File: config.mk
export PLATFORM = sky130hd
export DESIGN_NAME = mem_arbiter
export DESIGN_NICKNAME = d
export VERILOG_FILES = /design/src/rtl/mem_arbiter_pkg.sv /design/src/rtl/rr_arbiter2.sv /design/src/rtl/mem_arbiter.sv
export SDC_FILE = /design/constraint.sdc
export NUM_CORES = 1
export LEC_CHECK = 0
export BUFFER_PORTS_ARGS = -buffer_cell sky130_fd_sc_hd__buf_2
export CAP_MARGIN = 5
export CORE_AREA = 2 2 122 124
export CTS_BUF_LIST = sky130_fd_sc_hd__clkbuf_4 sky130_fd_sc_hd__clkbuf_8
export DETAILED_ROUTE_END_ITERATION = 6
export DIE_AREA = 0 0 124 126
export PLACE_DENSITY = 0.61
export SETUP_SLACK_MARGIN = 0.2
export SLEW_MARGIN = 5
export SYNTH_ARGS = -nofsm -noshare
export SYNTH_HDL_FRONTEND = slang
export SYNTH_HIERARCHICAL = 1
export SYNTH_SLANG_ARGS = --single-unit
File: constraint.sdc
create_clock -name clk -period 6.55 [get_ports clk]
set_clock_uncertainty 0.05 [all_clocks]
set_input_delay 0.3275 -clock clk [delete_from_list [all_inputs] [get_ports clk]]
set_output_delay 0.3275 -clock clk [all_outputs]
set_load 0.05 [all_outputs]
File: src/rtl/mem_arbiter_pkg.sv
// Shared types and constants for the core/loader memory arbiter.
package mem_arbiter_pkg;
  typedef enum logic [1:0] {
    BOOT = 2'd0,
    RUN  = 2'd1,
    LOCK = 2'd2
  } state_e;

  localparam int CORE         = 0;
  localparam int LOADER       = 1;
  localparam int LOCK_MAX_DEF = 16;
endpackage

File: src/rtl/rr_arbiter2.sv
// Two-requester round-robin arbiter; pointer holds the index granted last.
module rr_arbiter2
  import mem_arbiter_pkg::*;
(
  input  logic       clk,
  input  logic       reset,
  input  logic [1:0] req_i,
  input  logic [1:0] upd_i,
  output logic [1:0] gnt_o
);
  logic ptr_q, ptr_d;

  // Pointer tracks every grant of the enclosing block, not only its own.
  always_comb begin
    ptr_d = ptr_q;
    if (|upd_i) ptr_d = upd_i[LOADER];
  end

  always_ff @(posedge clk or posedge reset) begin
    if (reset) ptr_q <= 1'b1;
    else       ptr_q <= ptr_d;
  end

  always_comb begin
    gnt_o = 2'b00;
    case (req_i)
      2'b01:   gnt_o = 2'b01;
      2'b10:   gnt_o = 2'b10;
      2'b11:   gnt_o = ptr_q ? 2'b01 : 2'b10;
      default: gnt_o = 2'b00;
    endcase
  end
endmodule

File: src/rtl/mem_arbiter.sv
// Single-port memory arbiter between the core and a boot/bulk loader.
module mem_arbiter
  import mem_arbiter_pkg::*;
#(
  parameter int WIDTH    = 32,
  parameter int LOCK_MAX = LOCK_MAX_DEF
) (
  input  logic             clk,
  input  logic             reset,
  input  logic             c_req,
  input  logic             c_we,
  input  logic [WIDTH-1:0] c_addr,
  input  logic [WIDTH-1:0] c_wdata,
  output logic             c_gnt,
  output logic             c_rvalid,
  output logic [WIDTH-1:0] c_rdata,
  input  logic             l_req,
  input  logic             l_we,
  input  logic             l_lock,
  input  logic [WIDTH-1:0] l_addr,
  input  logic [WIDTH-1:0] l_wdata,
  output logic             l_gnt,
  output logic             l_rvalid,
  output logic [WIDTH-1:0] l_rdata,
  input  logic             boot_done,
  output logic             mem_we,
  output logic [WIDTH-1:0] mem_addr,
  output logic [WIDTH-1:0] mem_wdata,
  input  logic [WIDTH-1:0] mem_rdata,
  output logic             core_hold,
  output logic [15:0]      boot_words
);
  state_e           state_q, state_d;
  logic [7:0]       lock_cnt_q, lock_cnt_d;
  logic [15:0]      boot_words_q, boot_words_d;
  logic             c_rv_q, l_rv_q;
  logic [WIDTH-1:0] c_rdata_q, l_rdata_q;
  logic [1:0]       rr_req, rr_gnt, gnt;

  assign rr_req = (state_q == RUN) ? {l_req, c_req} : 2'b00;

  rr_arbiter2 u_rr (
    .clk   (clk),
    .reset (reset),
    .req_i (rr_req),
    .upd_i (gnt),
    .gnt_o (rr_gnt)
  );

  // Reset gates grants combinationally so nothing reaches memory while held.
  always_comb begin
    gnt = 2'b00;
    case (state_q)
      BOOT:    gnt[LOADER] = l_req;
      RUN:     gnt = rr_gnt;
      LOCK:    gnt[LOADER] = l_req;
      default: gnt = 2'b00;
    endcase
    if (reset) gnt = 2'b00;
  end

  assign c_gnt = gnt[CORE];
  assign l_gnt = gnt[LOADER];

  always_comb begin
    mem_we    = 1'b0;
    mem_addr  = '0;
    mem_wdata = '0;
    if (gnt[CORE]) begin
      mem_we    = c_we;
      mem_addr  = c_addr;
      mem_wdata = c_wdata;
    end else if (gnt[LOADER]) begin
      mem_we    = l_we;
      mem_addr  = l_addr;
      mem_wdata = l_wdata;
    end
  end

  always_comb begin
    state_d      = state_q;
    lock_cnt_d   = lock_cnt_q;
    boot_words_d = boot_words_q;
    case (state_q)
      BOOT: begin
        if (gnt[LOADER] && l_we && boot_words_q != 16'hFFFF)
          boot_words_d = boot_words_q + 16'd1;
        if (boot_done) state_d = RUN;
      end
      RUN: begin
        // With LOCK_MAX of 1 the entering grant already exhausts the lock.
        if (gnt[LOADER] && l_lock && LOCK_MAX > 1) begin
          state_d    = LOCK;
          lock_cnt_d = 8'd1;
        end
      end
      LOCK: begin
        if (gnt[LOADER]) lock_cnt_d = lock_cnt_q + 8'd1;
        if (!l_lock || (gnt[LOADER] && (lock_cnt_q + 8'd1) >= 8'(LOCK_MAX))) begin
          state_d    = RUN;
          lock_cnt_d = 8'd0;
        end
      end
      default: state_d = BOOT;
    endcase
  end

  always_ff @(posedge clk or posedge reset) begin
    if (reset) begin
      state_q      <= BOOT;
      lock_cnt_q   <= 8'd0;
      boot_words_q <= 16'd0;
      c_rv_q       <= 1'b0;
      l_rv_q       <= 1'b0;
      c_rdata_q    <= '0;
      l_rdata_q    <= '0;
    end else begin
      state_q      <= state_d;
      lock_cnt_q   <= lock_cnt_d;
      boot_words_q <= boot_words_d;
      c_rv_q       <= gnt[CORE] & ~c_we;
      l_rv_q       <= gnt[LOADER] & ~l_we;
      if (c_rv_q) c_rdata_q <= mem_rdata;
      if (l_rv_q) l_rdata_q <= mem_rdata;
    end
  end

  // Read data passes straight through in the return cycle, then holds.
  assign c_rvalid   = c_rv_q;
  assign l_rvalid   = l_rv_q;
  assign c_rdata    = c_rv_q ? mem_rdata : c_rdata_q;
  assign l_rdata    = l_rv_q ? mem_rdata : l_rdata_q;
  assign core_hold  = (state_q == BOOT);
  assign boot_words = boot_words_q;
endmodule
==> out/results.txt <==
final worst-path cycle share: 56.06%
unrepaired setup endpoints after global routing: false
max cap viols: 0
Critical path buffers and inverters: 2
Setup TNS Final: 0 ns
CTS Buf Count: 9
layout cells sized above 1: 59.97%
Data arrival, critical path: 3.29 ns
Worst setup EP type: output port
drt first-iter violations: 262
Sw Ratio: 56.08%
post-DR wirelength/cell: 20.04 microns
Data required, critical path: 6.17 ns
Max Root-Sink Buffers: 2
global-route wire length before repair: 25560 microns
Seq/Total Area, Yosys: 51.47%
Pre-antenna DRT Iters: 4
Final nets: 852
minimum clock period: 3.672 ns
commonest register cell after synthesis: dfrtp_1
initial antenna violation count: 11
largest net degree at the start of global routing: 68
I/O Buffers: 317
sequential power share: 25.8%
cells along the critical path: and2b_1, and2_1, a21boi_0, nand2_1, a21o_1, a21oi_4, buf_4, a22o_1, buf_2
Post-Synthesis Cells: 370
Total Wirelength: 17550 microns
Post-Syn Nets: 540
Setup WS pre-CTS: 3.345 ns
H-tree Lvls: 3
Clock transition at path regs: 0.08 ns
DR vias: 4425
Least-Margin Pin Slew: 0.7777 ns
final core occ: 45.32%
hpwl dp: 14430 microns
Min-Delay Path Class: in -> reg
Core ar.: 14310 sq um
delay-heaviest family, CP: compound AO/OA/AOI/OAI gates
DRT antenna net count: 0
routability cong.: 0.9330
Max Slew Vio Count: 0
Post-Syn Area per Cell: 12.23 sq um
CP Max Fanout: 64
Switch Pwr: 1.873 mW
cell taking the most area after synthesis: dfrtp_1
yosys warns: 6
Yosys top cell area share: 50.88%
Layout area overhead: 43.39%
Final Hold Viols: 0
# DRC: 0
Clock Latency Late Sink: 0.36 ns
outcome: finished clean
area of the multi-input gates: 2066 sq um
part of the power in the clock network: 10.4%
setup ws final: 2.878 ns
die span in x: 124 microns
relative slew slack: 48.15%
Comb pwr share: 63.7%
number of top-level pins: 318
Post-synth EDFFs: 0
Clk Tree Root Cell: clkbuf_8
global route overflow: 0
FF/Latch Area: 2328 sq um
Leakage: 3.494 nW
die footprint: 15620 sq um
CP Class: reg -> out
ys async rst share: 100.0%
CTS Sinks: 93
#FFs+latches synth: 93
# setup viols final: 0
Row Count: 44
Synth area leaders: dfrtp_1 51%, mux2_2 16%, a22o_1 12%
Pwr Density: 514.7 nW/um^2
via density per instance: 5.051
Initial Utilization: 31.61%
TritonCTS clock tree: yes
peak supply drop: 276.0 uV
die height: 126 microns
vias in the first global route: 4490
unique cell type count in the Yosys netlist: 47
Worst Setup Start Kind: flop
synthesized area: 4524 sq um
Worst path max stage delay: 0.53 ns
Fmax: 272.4 MHz
slowest stage cell on the critical path: buf_4
Pint: 1.466 mW
Filler Cell Count: 1396
GRT Total Usage: 21.78%
cell usage after synthesis (2+ instances only):
library cell and instances:
dfrtp_1 92, a22o_1 64, mux2_2 64, buf_2 11, inv_1 11, and3_1 9
nand2_1 9, nor2_1 9, xor2_1 9, nand3_1 8, nor3_1 8, buf_1 6
o21ai_0 6, xnor2_1 6, and2_1 5, clkbuf_1 5, nand4_1 5, a31oi_1 4
a21oi_1 3, nor4_1 3, a211o_1 2, and2b_1 2, and4_1 2, ha_1 2
mux2i_1 2, o31ai_1 2
cell families (layout without fill, tap and decap cells):
group | count (synthesis) | count (layout) | synth area share, %
DFF | 93 | 93 | 51.47
muxes | 67 | 67 | 16.70
other | 0 | 5 | 0
xor gates and xnor gates | 15 | 15 | 2.904
buffers and inverters | 33 | 350 | 3.042
and+or+nand+nor | 69 | 69 | 8.850
adders and majority gates | 2 | 2 | 0.5530
AOI/OAI and AO/OA | 91 | 91 | 16.48
final cells by class:
cell class,count,share of cell area (%)
Sequential cell,93,35.89
Inverter,11,0.6557
Multi-Input combinational cell,244,31.84
Tap cell,184,3.549
Timing Repair Buffer,323,25.19
Antenna cell,5,0.1929
Clock inverter,5,0.5400
Clock buffer,11,2.141
sequential cells by signal, summed over array words and instances, names as in the netlist:
register	count
l_rdata_q	32
state_q	2
l_rvalid	1
u_rr/ptr_q	1
c_rdata_q	32
lock_cnt_q	8
boot_words	16
c_rvalid	1
path summary, 6_finish.rpt:
| path | startpoint | cells after the start | end | slack (ns) |
|---|---|---|---|---|
| min in group asynchronous | reset | 3 | u_rr/ptr_q | 0.57 |
| worst min register to register | l_rdata_q[24] | 1 | l_rdata_q[24] | 0.45 |
| max in group asynchronous | reset | 4 | l_rdata_q[24] | 4.70 |
| worst min-delay path | c_we | 2 | c_rvalid | 0.11 |
| worst max-delay path | state_q[1] | 9 | mem_addr[4] | 2.88 |
| worst max register to register | state_q[1] | 7 | lock_cnt_q[3] | 4.13 |
cells in the final DEF (no fill, tap or decap), types with 9 or more instances in the layout:
master	netlist	layout
xor2_1	9	9
dfrtp_1	92	92
and3_1	9	9
buf_2	11	317
inv_1	11	10
clkbuf_8	0	9
mux2_2	64	64
a22o_1	64	64
nand2_1	9	9
stage by stage:
step                      area, sq um  power [mW]  hold WS, ns  std cells
after floorplan                  4524       2.536       0.1672        370
after global placement           6291       2.981       0.3500        854
after detailed placement         6291       3.021       0.3535        854
after CTS                        6475       3.369      0.08345        871
after global routing             6482       3.502       0.1071        874
final                            6487       3.339       0.1054        876
per-layer routing:
layer	global-route usage (%)	vias up	part of all wire [%]
met5	0	-	0.46
met4	5.420	12	1.5
met3	8.243	31	11
met2	35.36	220	47
met1	27.31	2149	40
li1	-	2013	-
worst reg2reg max path: stages, from the launching register on:
cell      delay (ns)
dfrtp_1         0.41
and2b_1         0.34
and2_1          0.19
a21boi_0        0.34
nand4_1         0.34
and2_1          0.33
a41oi_1         0.21
o21ai_0         0.10
power groups by stage:
stage / clock network, mW / logic (mW) / registers, mW
floorplan: 0 / 1.65 / 0.887
global placement: 0 / 2.11 / 0.866
detailed placement: 0 / 2.14 / 0.879
CTS: 0.358 / 2.14 / 0.867
global route: 0.384 / 2.23 / 0.891
finish: 0.347 / 2.13 / 0.863
repair_timing:
item,in CTS,in global routing
resized for setup,0,0
hold endpoints to repair,29,0
setup buffers,0,0
hold buffers,1,0
No activity file was read; power rests on OpenSTA's default activity.
